--- src/rtl/pipeline_ctrl_pkg.sv ---
// Shared types and encodings for the pipeline hazard controller.
//   ctrl_state_e : sequencer state (run / waiting on data memory)
//   Fwd*         : ALU operand-select encodings (register file, EX_MEM, MEM_WB)
//   RegAddrW     : default register index width
package pipeline_ctrl_pkg;

  localparam int unsigned RegAddrW = 5;

  typedef enum logic [0:0] {
    StRun   = 1'b0,
    StMwait = 1'b1
  } ctrl_state_e;

  localparam logic [1:0] FwdReg = 2'b00;
  localparam logic [1:0] FwdMem = 2'b10;
  localparam logic [1:0] FwdWb  = 2'b01;

endpackage

--- src/rtl/hazard_detect_unit.sv ---
// Purely combinational register-dependency compares for the 5-stage pipeline.
// Config macro: HAZARD_FORWARD_EN
//   defined   : fwd_a/fwd_b select EX_MEM/MEM_WB results for the ID_EX sources
//               (ex_rs1/ex_rs2, wb_rd/wb_reg_wr ports present); only load-use stalls.
//   undefined : no forwarding (fwd = register file); raw_stall flags any used ID source
//               that matches a pending write in EX or MEM.
// Ports:
//   id_rs1/id_rs2, id_rs1_used/id_rs2_used : sources of the instruction in ID
//   ex_rd/ex_reg_wr/ex_mem_rd              : ID_EX destination, reg write, load
//   mem_rd/mem_reg_wr                      : EX_MEM destination, reg write
//   wb_rd/wb_reg_wr, ex_rs1/ex_rs2         : forwarding build only
//   load_use, raw_stall                    : stall requests
//   fwd_a, fwd_b                           : ALU operand selects
module hazard_detect_unit
  import pipeline_ctrl_pkg::*;
#(
  parameter int unsigned REG_ADDR_W = RegAddrW
) (
  input  logic [REG_ADDR_W-1:0] id_rs1,
  input  logic [REG_ADDR_W-1:0] id_rs2,
  input  logic                  id_rs1_used,
  input  logic                  id_rs2_used,
  input  logic [REG_ADDR_W-1:0] ex_rd,
  input  logic                  ex_reg_wr,
  input  logic                  ex_mem_rd,
  input  logic [REG_ADDR_W-1:0] mem_rd,
  input  logic                  mem_reg_wr,
`ifdef HAZARD_FORWARD_EN
  input  logic [REG_ADDR_W-1:0] wb_rd,
  input  logic                  wb_reg_wr,
  input  logic [REG_ADDR_W-1:0] ex_rs1,
  input  logic [REG_ADDR_W-1:0] ex_rs2,
`endif
  output logic                  load_use,
  output logic                  raw_stall,
  output logic [1:0]            fwd_a,
  output logic [1:0]            fwd_b
);

  // x0 is hard-wired to zero, so a write to it never creates a dependency.
  function automatic logic reg_hit(input logic [REG_ADDR_W-1:0] rs, input logic rs_used,
                                   input logic [REG_ADDR_W-1:0] rd, input logic rd_wr);
    return rs_used && rd_wr && (rd != '0) && (rd == rs);
  endfunction

  logic ex_hit;

  assign ex_hit = reg_hit(id_rs1, id_rs1_used, ex_rd, ex_reg_wr) |
                  reg_hit(id_rs2, id_rs2_used, ex_rd, ex_reg_wr);

  assign load_use = ex_mem_rd & ex_hit;

`ifdef HAZARD_FORWARD_EN
  // EX_MEM holds the younger result, so it wins over MEM_WB.
  function automatic logic [1:0] fwd_sel(input logic [REG_ADDR_W-1:0] rs);
    if (reg_hit(rs, 1'b1, mem_rd, mem_reg_wr)) return FwdMem;
    if (reg_hit(rs, 1'b1, wb_rd, wb_reg_wr))   return FwdWb;
    return FwdReg;
  endfunction

  assign raw_stall = 1'b0;
  assign fwd_a     = fwd_sel(ex_rs1);
  assign fwd_b     = fwd_sel(ex_rs2);
`else
  logic mem_hit;

  // WB is excluded: the register file writes in the first half-cycle before ID reads.
  assign mem_hit   = reg_hit(id_rs1, id_rs1_used, mem_rd, mem_reg_wr) |
                     reg_hit(id_rs2, id_rs2_used, mem_rd, mem_reg_wr);
  assign raw_stall = ex_hit | mem_hit;
  assign fwd_a     = FwdReg;
  assign fwd_b     = FwdReg;
`endif

endmodule

--- src/rtl/pipeline_hazard_ctrl.sv ---
// Central stall/flush/freeze sequencer for the 5-stage RV32I pipeline.
// Config macro: HAZARD_FORWARD_EN (adds ex_rs1/ex_rs2 and ALU forwarding; see
// hazard_detect_unit). Default build stalls on every EX/MEM register dependency.
// Ports:
//   clk, rst                      : clock, asynchronous active-high reset
//   id_*, ex_*, mem_*, wb_*       : pipeline register fields used for hazard checks
//   ex_branch_taken, dmem_ready   : control-flow redirect, data memory handshake
//   *_en, *_flush                 : pipeline register enables and bubble inserts
//   fwd_a, fwd_b                  : ALU operand selects
//   dmem_err                      : sticky data-memory timeout flag
//   stall_cnt, flush_cnt          : saturating performance counters
// Priority: memory freeze > branch flush > data stall.
module pipeline_hazard_ctrl
  import pipeline_ctrl_pkg::*;
#(
  parameter int unsigned REG_ADDR_W  = RegAddrW,
  parameter int unsigned CNT_W       = 32,
  parameter int unsigned MEM_TIMEOUT = 16
) (
  input  logic                  clk,
  input  logic                  rst,
  input  logic [REG_ADDR_W-1:0] id_rs1,
  input  logic [REG_ADDR_W-1:0] id_rs2,
  input  logic                  id_rs1_used,
  input  logic                  id_rs2_used,
  input  logic [REG_ADDR_W-1:0] ex_rd,
  input  logic                  ex_reg_wr,
  input  logic                  ex_mem_rd,
`ifdef HAZARD_FORWARD_EN
  input  logic [REG_ADDR_W-1:0] ex_rs1,
  input  logic [REG_ADDR_W-1:0] ex_rs2,
`endif
  input  logic [REG_ADDR_W-1:0] mem_rd,
  input  logic                  mem_reg_wr,
  input  logic                  mem_mem_rd,
  input  logic                  mem_mem_wr,
  input  logic [REG_ADDR_W-1:0] wb_rd,
  input  logic                  wb_reg_wr,
  input  logic                  ex_branch_taken,
  input  logic                  dmem_ready,
  output logic                  pc_en,
  output logic                  if_id_en,
  output logic                  id_ex_en,
  output logic                  ex_mem_en,
  output logic                  mem_wb_en,
  output logic                  if_id_flush,
  output logic                  id_ex_flush,
  output logic [1:0]            fwd_a,
  output logic [1:0]            fwd_b,
  output logic                  dmem_err,
  output logic [CNT_W-1:0]      stall_cnt,
  output logic [CNT_W-1:0]      flush_cnt
);

  localparam int unsigned TmoW = $clog2(MEM_TIMEOUT + 1);

  ctrl_state_e     state_q, state_d;
  logic [TmoW-1:0] tmo_q, tmo_d;
  logic            dmem_err_q, dmem_err_d;
  logic [CNT_W-1:0] stall_cnt_q, stall_cnt_d;
  logic [CNT_W-1:0] flush_cnt_q, flush_cnt_d;

  logic load_use, raw_stall, data_stall;
  logic freeze, branch_flush, stall_inc;
  logic [1:0] hdu_fwd_a, hdu_fwd_b;

  hazard_detect_unit #(
    .REG_ADDR_W (REG_ADDR_W)
  ) u_hdu (
    .id_rs1      (id_rs1),
    .id_rs2      (id_rs2),
    .id_rs1_used (id_rs1_used),
    .id_rs2_used (id_rs2_used),
    .ex_rd       (ex_rd),
    .ex_reg_wr   (ex_reg_wr),
    .ex_mem_rd   (ex_mem_rd),
    .mem_rd      (mem_rd),
    .mem_reg_wr  (mem_reg_wr),
`ifdef HAZARD_FORWARD_EN
    .wb_rd       (wb_rd),
    .wb_reg_wr   (wb_reg_wr),
    .ex_rs1      (ex_rs1),
    .ex_rs2      (ex_rs2),
`endif
    .load_use    (load_use),
    .raw_stall   (raw_stall),
    .fwd_a       (hdu_fwd_a),
    .fwd_b       (hdu_fwd_b)
  );

`ifndef HAZARD_FORWARD_EN
  // Without forwarding the WB stage never causes a hazard.
  logic unused_wb;
  assign unused_wb = ^{wb_rd, wb_reg_wr};
`endif

  // In the default build raw_stall already covers load-use; with forwarding it is tied low.
  assign data_stall = load_use | raw_stall;

  // MWAIT keeps the freeze even if the access flags glitch while the pipe is held.
  assign freeze       = (mem_mem_rd | mem_mem_wr | (state_q == StMwait)) & ~dmem_ready;
  assign branch_flush = ex_branch_taken & ~freeze;
  assign stall_inc    = freeze | (~ex_branch_taken & data_stall);

  always_comb begin
    pc_en       = 1'b1;
    if_id_en    = 1'b1;
    id_ex_en    = 1'b1;
    ex_mem_en   = 1'b1;
    mem_wb_en   = 1'b1;
    if_id_flush = 1'b0;
    id_ex_flush = 1'b0;
    fwd_a       = FwdReg;
    fwd_b       = FwdReg;
    // Outputs sit at their reset values for the whole time rst is asserted.
    if (!rst) begin
      fwd_a = hdu_fwd_a;
      fwd_b = hdu_fwd_b;
      if (freeze) begin
        pc_en     = 1'b0;
        if_id_en  = 1'b0;
        id_ex_en  = 1'b0;
        ex_mem_en = 1'b0;
        mem_wb_en = 1'b0;
      end else if (ex_branch_taken) begin
        if_id_flush = 1'b1;
        id_ex_flush = 1'b1;
      end else if (data_stall) begin
        pc_en       = 1'b0;
        if_id_en    = 1'b0;
        id_ex_flush = 1'b1;
      end
    end
  end

  always_comb begin
    state_d = state_q;
    case (state_q)
      StRun:   if ((mem_mem_rd | mem_mem_wr) && !dmem_ready) state_d = StMwait;
      StMwait: if (dmem_ready) state_d = StRun;
      default: state_d = StRun;
    endcase
  end

  always_comb begin
    tmo_d      = '0;
    dmem_err_d = dmem_err_q;
    if (state_q == StMwait && !dmem_ready) begin
      tmo_d = (tmo_q < TmoW'(MEM_TIMEOUT)) ? tmo_q + 1'b1 : tmo_q;
      if (tmo_d == TmoW'(MEM_TIMEOUT)) dmem_err_d = 1'b1;
    end
  end

  always_comb begin
    stall_cnt_d = stall_cnt_q;
    flush_cnt_d = flush_cnt_q;
    if (stall_inc && stall_cnt_q != '1)    stall_cnt_d = stall_cnt_q + 1'b1;
    if (branch_flush && flush_cnt_q != '1) flush_cnt_d = flush_cnt_q + 1'b1;
  end

  always_ff @(posedge clk or posedge rst) begin
    if (rst) begin
      state_q     <= StRun;
      tmo_q       <= '0;
      dmem_err_q  <= 1'b0;
      stall_cnt_q <= '0;
      flush_cnt_q <= '0;
    end else begin
      state_q     <= state_d;
      tmo_q       <= tmo_d;
      dmem_err_q  <= dmem_err_d;
      stall_cnt_q <= stall_cnt_d;
      flush_cnt_q <= flush_cnt_d;
    end
  end

  assign dmem_err  = dmem_err_q;
  assign stall_cnt = stall_cnt_q;
  assign flush_cnt = flush_cnt_q;

endmodule

--- config.mk ---
export PLATFORM = sky130hd
export DESIGN_NAME = pipeline_hazard_ctrl
export DESIGN_NICKNAME = d
export VERILOG_FILES = /design/src/rtl/pipeline_ctrl_pkg.sv /design/src/rtl/hazard_detect_unit.sv /design/src/rtl/pipeline_hazard_ctrl.sv
export SDC_FILE = /design/constraint.sdc
export NUM_CORES = 1
export LEC_CHECK = 0
export CORE_ASPECT_RATIO = 0.75
export CORE_MARGIN = 2
export CORE_UTILIZATION = 50
export CTS_BUF_LIST = sky130_fd_sc_hd__clkbuf_4
export CTS_CLUSTER_DIAMETER = 80
export DETAILED_ROUTE_END_ITERATION = 16
export PLACE_DENSITY = 0.8
export SLEW_MARGIN = 25
export SYNTH_ARGS = -nofsm -noshare
export SYNTH_HDL_FRONTEND = slang
export SYNTH_SLANG_ARGS = --single-unit
--- constraint.sdc ---
create_clock -name clk -period 5.22 [get_ports clk]
set_clock_uncertainty 0.05 [all_clocks]
set_input_delay 1.044 -clock clk [delete_from_list [all_inputs] [get_ports clk]]
set_output_delay 1.044 -clock clk [all_outputs]
set_load 0.03 [all_outputs]
======== Yosys cells after proc, flatten, opt, wreduce, memory -nomap -nowiden ========
Index checks and enable logic that the tools add are counted.
cells by class
  divide/modulo/power cells ............... 0
  reduce and logical (&&, ||, !) cells .... 20
  magnitude comparators ................... 1
  shift-type cells ........................ 0
  bitwise gates (word level) .............. 15
  multipliers ............................. 0
  equality and inequality tests ........... 7
  muxes and demuxes ....................... 18
  add/subtract/negate cells ............... 3
operators with widths
  operator               number
  $add 32x1->32 const B  2
  $ne 32x32->1 const B   2
  $eq 5x5->1             4
  $logic_and 1x1->1      16
  $mux 1                 15
  $mux 5                 2
  $reduce_bool 5->1      2
  $or 1x1->1             7
  $add 5x1->5 const B    1
  $eq 5x5->1 const B     1
  $lt 5x5->1 const B     1
  $and 1x1->1            4
  $not 1->1              4
  $pmux 1 s2             1
  $reduce_and 2->1       1
  $logic_not 1->1        1
storage, ports and cells
  input port bits ......................... 37
  bits in registers ....................... 71
  word-level logic and storage cells ...... 69
  memories kept ........................... 0
  RAM bits ................................ 0
  memory bits (read-only) ................. 0
  bits in latches ......................... 0
  output and inout port bits .............. 76

======== Logic depth before layout (Yosys ltp) ========
  depth in word-level cells ............... 10
  gate-level depth with buffers ........... 8
  depth with buffers taken out ............ 6

======== Cells and area by module ========
A second synthesis with hierarchy kept.
unflattened totals
  cell total of the unflattened synthesis .. 384
  area, all modules ....................... 3,972.6 um^2
by module, submodules not included
  module                area each (um^2)  sequential area each (um^2)  cells each  instances
  pipeline_hazard_ctrl  3,661.0           1,776.7                      345         1
  hazard_detect_unit    311.5             0.0                          39          1

======== Least setup slack after synthesis ========
OpenSTA, ideal clock, no wires.
  kind .................................... input to output
  start point ............................. input rst
  end point ............................... output id_ex_en
  stages .................................. 3
  buffers on the path ..................... 1
  arrival ................................. 3,574 ps
  slack ................................... 552 ps
  cell sequence ........................... inv_1 nand2_1 buf_4
on the way
  cells in the longest elaborated chain, start to end .. 1
ends and longest elaborated chain
  item                RTL line                    RTL
  start: declaration  pipeline_hazard_ctrl.sv:21  input logic rst,
  $mux 1              -
  end: declaration    pipeline_hazard_ctrl.sv:43  output logic id_ex_en,
No other way between the ends.

======== Worst setup path after layout ========
  start point ............................. input ex_rd[0]
  end point ............................... output pc_en
on the way
  cells in the longest elaborated chain, start to end .. 10
  elaborated cells between the ends (all ways) .. 15
ends and longest elaborated chain
  item                                       RTL line                                            RTL
  start: declaration                         pipeline_hazard_ctrl.sv:26                          input logic [REG_ADDR_W-1:0] ex_rd,
  $reduce_bool 5->1                          hazard_detect_unit.sv:43                            return rs_used && rd_wr && (rd != '0) && (rd == rs);
  $logic_and 1x1->1 (2 in series)            hazard_detect_unit.sv:43
  $or 1x1->1 *                               hazard_detect_unit.sv:48                            assign ex_hit = reg_hit(id_rs1, id_rs1_used, ex_rd, ex_reg_wr) |
  $and 1x1->1 or $or 1x1->1 (tied branches)  hazard_detect_unit.sv:51, hazard_detect_unit.sv:70
  $or 1x1->1 *                               pipeline_hazard_ctrl.sv:98                          assign data_stall = load_use | raw_stall;
  $mux 1 *                                   pipeline_hazard_ctrl.sv:128                         end else if (data_stall) begin
  $mux 1 *                                   pipeline_hazard_ctrl.sv:125                         end else if (ex_branch_taken) begin
  $mux 1 *                                   pipeline_hazard_ctrl.sv:119                         if (freeze) begin
  $mux 1 *                                   pipeline_hazard_ctrl.sv:116                         if (!rst) begin
  end: declaration                           pipeline_hazard_ctrl.sv:41                          output logic pc_en,
Every way passes the cells marked *; elsewhere a longest branch is shown, timed or not.

==> impl_results.md <==
* Post-synthesis sequential area ratio at 46.6%
* WL final at 8750 um
* Maximum vdd drop at 295 uV
* Hold Path Class: reg -> reg
* Minimum clock period at 4600 ps
* Initial Utilization at 51.7%
* Routed wl met3 at 508 um
* Clk buf depth at 2
* Final Hold Fails at 0
* Synth Area per Inst at 10.2 um2
* Pwr Density at 309 nW/um2
* # IOs at 113
* Crit. End Element: output pin
* Setup TNS at 0 ps
* Design area at 5050 um2
* Hold Buf Count CTS at 0
* Vias in the first global route at 2968
* Max-Cap Viols at 0
* Post-CTS Setup Bufs at 0
* Top sig layer: met4
* Top post-synthesis cells by area: dfrtp_1, xnor2_1, xor2_1
* Endpoints failing setup at 0
* Register bit count reported by yosys at 71
* Detailed Route Iter0 Violations at 100
* # nets final at 516
* Post-synth ARST share at 100%
* Num CTS Buffers at 9
* Number of synthesized flops with an enable pin at 0
* Vias per cell at 5.41
* Die width at 105 um
* Sink Count at 71
* Area grow syn2layout at 32.5%
* First-pass DRT Iterations at 4
* Synth Instances at 374
* RSZ-0062 raised after global routing: false
* Final setup margin at 616 ps
* Worst slew margin at 41.9%
* Gr usage total at 22.0%
* Yosys Warn Count at 0
* Crit path max fanout at 3
* Synth area leader: dfrtp_1
* Fill count at 592
* Core area at 7360 um2
* Routed wire length per instance at 15.0 um
* Top FF cell, synth: dfrtp_1
* Placed insts at 566
* Max Freq at 217 MHz
* Crit Path Class: in -> out
* Metal2 WL at 4000 um
* First-pass GRT wire length at 14600 um
* Fin cells at 582
* Status: complete, no violations
* Required time of the critical path at 4130 ps
* FP Rows at 27
* Wl on met1 at 4140 um
* CP Data Arrival Time at 3510 ps
* H-tree depth at 3
* Post-cts gate resize count at 0
* Dpl hpwl at 6490 um
* # DRC at 0
* Die ar. at 8340 um2
* GPL Wtd Cong at 0.859
* Post-synthesis cell area at 3810 um2
* Largest net degree at the start of global routing at 72
* CTS tree: yes
* Slew @ Worst Pin at 872 ps
* CTS root buf: clkbuf_4
* Via count at 3147
* Placement Setup Slack at 652 ps
* Tcrit/Tclk final at 88.2%
* Skew-Pair Late Insertion Delay at 410 ps
* Top cell type's share of synthesized area at 46.6%
* Setup crit start kind: input port
* Layout cells sized above 1 at 6.03%
* Leakage at 0.00211 uW
* Clock-pin slew on the worst setup and hold paths at 120 ps
* Placement Cell Area at 4890 um2
* Final ANT Viol Nets at 0
* Die Y-Extent at 79.6 um
* Initial antenna violation count at 0
* Distinct cells, synth at 48
* Antenna cell count at 0
* Slew Limit Fails at 0
* Total power at 1560 uW
* Total grt overflow at 0
* Port Buffers at 101
-- routing by layer --
layer | GRT usage [%] | up-vias
met5 | 0 | -
met1 | 30.0 | 1524
li1 | - | 1521
met4 | 5.20 | 0
met3 | 5.88 | 12
met2 | 35.2 | 90
-- critical path, stage by stage --
cell and delay, ps:
clkdlybuf4s50_1 480, or4_1 530, o21ai_1 190, nor2_1 110
a221oi_4 300, or2_2 160, clkdlybuf4s50_1 680
-- report_power, final --
group	leakage (uW)	switching, uW	total (uW)	internal, uW
combinational	0.00111	260	459	199
clock	0.0000840	200	398	198
sequential	0.000918	87.9	702	615
total	0.00211	548	1560	1010
-- cell usage in the layout, fill, tap and decap left out, types with 5 or more instances in the layout --
cell type / n
nor3_1: 13
nand2_1: 38
nor2_1: 19
inv_1: 5
clkbuf_4: 10
xnor2_1: 42
and3_1: 9
nand4_1: 18
nand3_1: 23
dfrtp_1: 71
nor4_1: 11
clkdlybuf4s50_1: 101
and4_1: 7
xor2_1: 39
-- per-stage QoR --
step	hold slack (ps)	utilization (%)
CTS	451	68.5
detailed placement	426	66.4
global route	465	68.5
finish	447	68.5
floorplan	482	-
global placement	404	66.4
-- registers in the layout (all words and copies together) (netlist names) --
register and count:
flush_cnt 32, stall_cnt 32, dmem_err 1, tmo_q 5
state_q 1
-- area by class of cell --
cell class                 count  area, um2  share of cell area (%)
tap                          101        126                    2.50
sequential                    71       1780                    35.2
multi-input combinational    285       1940                    38.3
timing repair buffer         103       1030                    20.3
clock inverter                 6       85.1                    1.69
clock buffer                  10       75.1                    1.49
inverter                       6       22.5                   0.446
-- cells in the mapped netlist (all sizes together), types with 2 or more instances --
master and n:
nor2 19, nand2 38, nor4 11, a211oi 3
inv 6, mux2 2, o22ai 2, nand4 18
a21oi 4, or4 3, and2 2, a21o 2
and3 10, nor4b 5, nand3 23, dfrtp 71
ha 3, buf 14, a31oi 3, nor3 15
xnor2 42, and4 9, nor2b 4, o21ai 5
xor2 39, o31ai 2, nand2b 3, nor3b 4
or3 2
-- logic make-up after synthesis --
logic type | count (synthesis) | synth area share, %
other | 1 | 0.0985
AND/OR/NAND/NOR | 168 | 24.9
buffers and inverters | 21 | 3.12
XOR/XNOR | 81 | 18.6
AO/OA/AOI/OAI | 26 | 4.80
multiplexers | 3 | 0.854
flip-flops | 71 | 46.6
adder cells (fa/ha/maj) | 3 | 0.986
-- worst paths after layout --
check,startpoint,endpoint,slack [ps],depth (start not counted)
setup / recovery,ex_rd[0],pc_en,620,7
hold / removal,stall_cnt[21],stall_cnt[21],450,1
setup reg to reg,stall_cnt[3],stall_cnt[1],2340,6
hold reg to reg,stall_cnt[21],stall_cnt[21],450,1
max in group asynchronous,rst,stall_cnt[28],3260,3
min in group asynchronous,rst,stall_cnt[11],1300,3
Note: power is estimated with default switching activity, not from simulation.
